===== config.mk =====
export PLATFORM = sky130hd
export DESIGN_NAME = add_iter_flat
export DESIGN_NICKNAME = d
export VERILOG_FILES = /design/src/rtl/add_iter_pkg.sv /design/src/rtl/add_iter_if.sv /design/src/rtl/chunk_adder.sv /design/src/rtl/add_iter.sv /design/src/flat_wrapper.sv
export SDC_FILE = /design/constraint.sdc
export NUM_CORES = 1
export LEC_CHECK = 0
export ABC_AREA = 1
export BUFFER_PORTS_ARGS = -buffer_cell sky130_fd_sc_hd__buf_2
export CORE_MARGIN = 8
export CORE_UTILIZATION = 56
export DETAILED_ROUTE_END_ITERATION = 8
export GPL_TIMING_DRIVEN = 0
export PLACE_DENSITY = 0.79
export REMOVE_ABC_BUFFERS = 1
export SYNTH_ARGS = -nofsm -noshare
export SYNTH_HDL_FRONTEND = slang
export SYNTH_HIERARCHICAL = 1
export SYNTH_SLANG_ARGS = --single-unit

===== constraint.sdc =====
create_clock -name Clk -period 3.35 [get_ports Clk]
set_clock_uncertainty 0.15 [all_clocks]
set_input_delay 0.1675 -clock Clk [delete_from_list [all_inputs] [get_ports Clk]]
set_output_delay 0.1675 -clock Clk [all_outputs]
set_load 0.02 [all_outputs]

===== src/rtl/add_iter_pkg.sv =====
// add_iter_pkg: shared FSM encoding, default widths and index-width helper for add_iter
//   ST_IDLE/ST_RUN/ST_DONE : 2-bit state encodings
//   DATAWIDTH_DEF, CHUNK_DEF: default operand width and bits summed per cycle
//   idx_w(n)                : counter width for n iterations, never below 1
package add_iter_pkg;
   typedef enum logic [1:0] {ST_IDLE = 2'd0, ST_RUN = 2'd1, ST_DONE = 2'd2} state_t;
   localparam int DATAWIDTH_DEF = 8;
   localparam int CHUNK_DEF = 2;
   function automatic int idx_w(input int n);
      return (n > 1) ? $clog2(n) : 1;
   endfunction
endpackage


===== src/rtl/add_iter_if.sv =====
// add_iter_if: start/busy/done request bundle with operands and result
//   start, a, b      : requester -> adder
//   busy, done, sum, cout : adder -> requester
//   master = requester side, slave = adder side
interface add_iter_if import add_iter_pkg::*; #(parameter int DATAWIDTH = DATAWIDTH_DEF);
   logic                 start;
   logic [DATAWIDTH-1:0] a;
   logic [DATAWIDTH-1:0] b;
   logic                 busy;
   logic                 done;
   logic [DATAWIDTH-1:0] sum;
   logic                 cout;
   modport master (output start, a, b, input busy, done, sum, cout);
   modport slave (input start, a, b, output busy, done, sum, cout);
endinterface


===== src/rtl/chunk_adder.sv =====
// chunk_adder: combinational CHUNK-bit adder slice with carry in/out
//   x, y : operand chunks
//   cin  : carry in
//   s    : chunk sum
//   co   : carry out of the chunk MSB
module chunk_adder import add_iter_pkg::*; #(parameter int CHUNK = CHUNK_DEF) (
   input  logic [CHUNK-1:0] x,
   input  logic [CHUNK-1:0] y,
   input  logic             cin,
   output logic [CHUNK-1:0] s,
   output logic             co
);
   always_comb {co, s} = {1'b0, x} + {1'b0, y} + {{CHUNK{1'b0}}, cin};
endmodule


===== src/rtl/add_iter.sv =====
// add_iter: multi-cycle adder, CHUNK bits per clock through a registered carry
//   Clk  : clock, rising edge
//   Rst  : synchronous active-high reset, aborts any operation in flight
//   bus  : slave side of add_iter_if (start/a/b in, busy/done/sum/cout out)
module add_iter import add_iter_pkg::*; #(
   parameter int DATAWIDTH = DATAWIDTH_DEF,
   parameter int CHUNK = CHUNK_DEF
) (
   input logic      Clk,
   input logic      Rst,
   add_iter_if.slave bus
);
   localparam int N = DATAWIDTH / CHUNK;
   localparam int IW = idx_w(N);
   state_t               state, nxt;
   logic [DATAWIDTH-1:0] ra, rb, part, np;
   logic [IW-1:0]        idx;
   logic                 carry, co, accept, last;
   logic [CHUNK-1:0]     s;
   chunk_adder #(.CHUNK(CHUNK)) u_chunk (
      .x(ra[idx*CHUNK +: CHUNK]),
      .y(rb[idx*CHUNK +: CHUNK]),
      .cin(carry),
      .s(s),
      .co(co)
   );
   always_comb begin
      accept = bus.start && (state == ST_IDLE || state == ST_DONE);
      last = (state == ST_RUN) && (idx == IW'(N - 1));
      nxt = accept ? ST_RUN : (state == ST_RUN) ? (last ? ST_DONE : ST_RUN) : ST_IDLE;
      bus.busy = state == ST_RUN;
      bus.done = state == ST_DONE;
      // partial sum with the current chunk merged in; becomes sum on the last chunk
      np = part;
      np[idx*CHUNK +: CHUNK] = s;
   end
   always_ff @(posedge Clk) begin
      if (Rst) begin
         state <= ST_IDLE;
         ra <= '0;
         rb <= '0;
         part <= '0;
         idx <= '0;
         carry <= 1'b0;
         bus.sum <= '0;
         bus.cout <= 1'b0;
      end else begin
         state <= nxt;
         if (accept) begin
            ra <= bus.a;
            rb <= bus.b;
            idx <= '0;
            carry <= 1'b0;
         end else if (state == ST_RUN) begin
            part <= np;
            carry <= co;
            idx <= idx + 1'b1;
            if (last) begin
               bus.sum <= np;
               bus.cout <= co;
            end
         end
      end
   end
endmodule


===== src/flat_wrapper.sv =====
// flat-port wrapper written by rule: the top's interface ports become plain ports
module add_iter_flat import add_iter_pkg::*;
#(
   parameter int DATAWIDTH = DATAWIDTH_DEF,
   parameter int CHUNK = CHUNK_DEF
)
  (Clk, Rst, bus_start, bus_a, bus_b, bus_busy, bus_done, bus_sum, bus_cout);
  add_iter_if #(.DATAWIDTH(DATAWIDTH)) bus_i ();
  input logic Clk;
  input logic Rst;
  input wire logic [$bits(bus_i.start)-1:0] bus_start;
  input wire logic [$bits(bus_i.a)-1:0] bus_a;
  input wire logic [$bits(bus_i.b)-1:0] bus_b;
  output wire logic [$bits(bus_i.busy)-1:0] bus_busy;
  output wire logic [$bits(bus_i.done)-1:0] bus_done;
  output wire logic [$bits(bus_i.sum)-1:0] bus_sum;
  output wire logic [$bits(bus_i.cout)-1:0] bus_cout;
  assign bus_i.start = bus_start;
  assign bus_i.a = bus_a;
  assign bus_i.b = bus_b;
  assign bus_busy = bus_i.busy;
  assign bus_done = bus_i.done;
  assign bus_sum = bus_i.sum;
  assign bus_cout = bus_i.cout;
  add_iter #(.DATAWIDTH(DATAWIDTH), .CHUNK(CHUNK)) u_core (.Clk(Clk), .Rst(Rst), .bus(bus_i));
endmodule

==> results by group <==
STA
  • Slew @ Worst Pin: 539 ps
  • Crit path time final: 2890 ps
  • Max transition margin: 0.640
  • TNS Setup: 0 ps
  • WHS: around 83 ps
  • Final period utilization: 0.863
  • Final setup vio count: 0
  • Hold Violations, Final: 0
  • RSZ-0062 raised after global routing: false
  • FMAX: approximately 350 MHz
  • Final Max Slew Viols: 0

Worst hold path
  • Hold path depth: 2
  • Min-delay src: Rst
  • Worst hold endpoint: u_core/state[1]$_SDFF_PP0_
  • Min-delay worst type: in2reg

Placement
  • Number of port buffers: 29
  • Gpl congestion: 0.766
  • Hpwl dp: between 2000 and 2500 um

Synthesis
  • Cell Area, Synth: about 1900 um2
  • Number of synthesized register bits: 38
  • Synth unique cells: 21
  • Seq/Total Area, Yosys: 0.400
  • Mapped Cells: between 200 and 300
  • Mean Syn Cell Area: just under 7 um2
  • Yosys warnings: 6

Power
  • Psw: 0.256 mW
  • Final total power: approximately 0.9 mW
  • Total power per unit cell area: about 400 nW/um2
  • Switching share of total power: 0.284
  • P_leak: approximately 1.1 nW
  • Clock network power share: 0.257
  • Internal: ~0.64 mW
  • Max VDD drop: approximately 250 uV
  • Seq pwr share: 0.553
  • Combinational share of power: 0.190

Final layout
  • Share of cells above drive strength 1: 0.139
  • Most common cell after layout, fill and taps aside: nor2_1
  • Most frequent cells in the layout: nor2_1 (67), inv_1 (44), nand2_1 (39), dfxtp_1 (38), buf_2 (29)
  • Antenna Diode Count: 0
  • Share of the core filled with cells: 0.675
  • Area Growth Syn to Fin: 17.4%
  • Net count reported at finish: 345

Detailed routing
  • Antenna viol nets, final: 0
  • 1st-iter DRT viols: 72
  • Via count: 1688
  • Routed WL: between 3000 and 4000 um
  • DRC Markers: 0
  • Routed WL per cell: roughly 10 um
  • Vias/cell: about 4.7
  • Drt pass-1 iters: 4

Global route
  • Initial antenna violation count: 0
  • Total grt overflow: 0
  • GRT busiest layer: met2
  • Met1 usage: 0.150
  • Met2 usage: 0.270
  • Met3 usage: 0.0458
  • Global-route wire length before repair: between 6000 and 7000 um
  • Number of global-route vias before repair: between 1500 and 2000
  • Gr usage total: 0.146
  • Largest net degree at the start of global routing: 21

Worst setup path
  • R2R setup slack: between 400 and 500 ps
  • WS Path Type: reg2reg
  • Crit start category: flop
  • CP Data Required Time: between 3000 and 4000 ps
  • Worst Path Arrival: ~3000 ps
  • R2R cell count: 13
  • RR Startpoint: u_core/idx[0]$_SDFFE_PP0P_
  • CP endpoint kind: flop
  • Critical-path maximum fanout: 15
  • Reg-to-Reg End: u_core/part[7]$_SDFFE_PP0N_

Clock network
  • Setup bufs post-CTS: 0
  • CTS tree: yes
  • CTS Root Buffer Type: clkbuf_4
  • Num CTS Buffers: 5
  • H-tree level count: 2
  • CTS Buffer Depth: 2
  • CTS clk-pin slew, worst paths: around 110 ps
  • Worst-skew pair later-pin latency: between 300 and 400 ps
  • Clock Sinks: 38

Die
  • Core Rows: 21
  • Placeable Area: roughly 3300 um2
  • Die height: between 70 and 80 um
  • Initial core utilization: 0.575
  • Die W: roughly 74 um
  • Die Area: 5520 um2
  • IO Pins: 30

Flow run
  • Max cap viols: 0

Status
  • Status: finished, final reports clean
[cells in the mapped netlist]
master	number	area (um2)
fa_1	2	40.0
inv_2	3	11.3
nor2_4	2	22.5
buf_12	1	20.0
nand4_1	2	12.5
nand2_1	39	146
buf_6	3	33.8
buf_2	5	25.0
o22ai_1	4	25.0
nand2_4	1	11.3
ha_1	6	75.1
nand3_1	19	95.1
nor2_1	67	251
a21oi_1	10	50.1
inv_1	44	165
a211oi_1	1	7.51
o21ai_0	24	120
o21a_1	1	7.51
dfxtp_1	38	761
nand2_2	3	18.8
clkbuf_1	1	3.75
[worst max-delay path by stage]
| stage | start | to | cells past startpoint |
|---|---|---|---|
| 6_report | u_core/idx[0]$_SDFFE_PP0P_ | u_core/part[7]$_SDFFE_PP0N_ | 13 |
| 5_1_grt | u_core/idx[0]$_SDFFE_PP0P_ | u_core/part[7]$_SDFFE_PP0N_ | 13 |
| 4_1_cts | u_core/idx[0]$_SDFFE_PP0P_ | u_core/part[7]$_SDFFE_PP0N_ | 13 |
| 3_5_place_dp | u_core/idx[0]$_SDFFE_PP0P_ | u_core/part[7]$_SDFFE_PP0N_ | 13 |
| 3_3_place_gp | u_core/idx[0]$_SDFFE_PP0P_ | u_core/part[7]$_SDFFE_PP0N_ | 13 |
| 2_1_floorplan | u_core/idx[0]$_SDFFE_PP0P_ | u_core/part[7]$_SDFFE_PP0N_ | 13 |
[metrics by stage]
| stage | worst slack (ps) | cells | area (um2) |
|---|---|---|---|
| final | 459 | 363 | 2230 |
| after global routing | 266 | 363 | 2230 |
| after floorplan | 824 | 266 | 1820 |
| after CTS | 497 | 363 | 2230 |
| after detailed placement | 516 | 341 | 2020 |
| after global placement | 536 | 341 | 2020 |
[registers in the layout (all words and copies together), names as in the netlist]
name             flops
u_core/bus.sum       8
u_core/part          8
u_core/ra            8
u_core/rb            8
u_core/idx           2
u_core/state         2
u_core/bus.cout      1
u_core/carry         1
[worst max-delay path, cell delays in order (launching register included)]
cell and delay [ps]:
dfxtp_1 490, inv_1 410, o21ai_0 150, o22ai_1 150
inv_1 80, fa_1 400, fa_1 490, inv_1 60
nand2_1 60, nor2_1 50, nand2_1 120, nand3_1 70
nand2_1 80, inv_1 30
[metal layers]
layer	part of all wire	wire, um
met1	0.46	1710
met2	0.48	1790
met3	0.050	185
met4	0.012	43
met5	0	0
[power groups by stage]
stage,sequential (mW),clock [mW],combinational [mW]
floorplan,0.504,0,0.117
global placement,0.506,0,0.151
detailed placement,0.508,0,0.156
CTS,0.497,0.238,0.171
global route,0.501,0.252,0.197
finish,0.497,0.231,0.171
[area by class of cell]
cell class                      instances  area [um2]
Clock buffer                            6        51.3
Tap cell                               46        57.6
Multi-Input combinational cell        181         883
Sequential cell                        38         761
Inverter                               47         176
Fill cell                             306        1080
Timing Repair Buffer                   45         305
[repair_timing]
item,4_1_cts,5_1_grt
resized for setup,0,0
hold buffers,16,0
hold endpoints to repair,16,0
[cells by family after synthesis]
| logic type | count (synthesis) | synth area share |
|---|---|---|
| AO/OA/AOI/OAI | 40 | 0.110 |
| flip-flops | 38 | 0.400 |
| adder cells (fa/ha/maj) | 8 | 0.0605 |
| AND/OR/NAND/NOR | 133 | 0.293 |
| buffers and inverters | 57 | 0.136 |
Note: power is estimated with default switching activity, not from simulation.
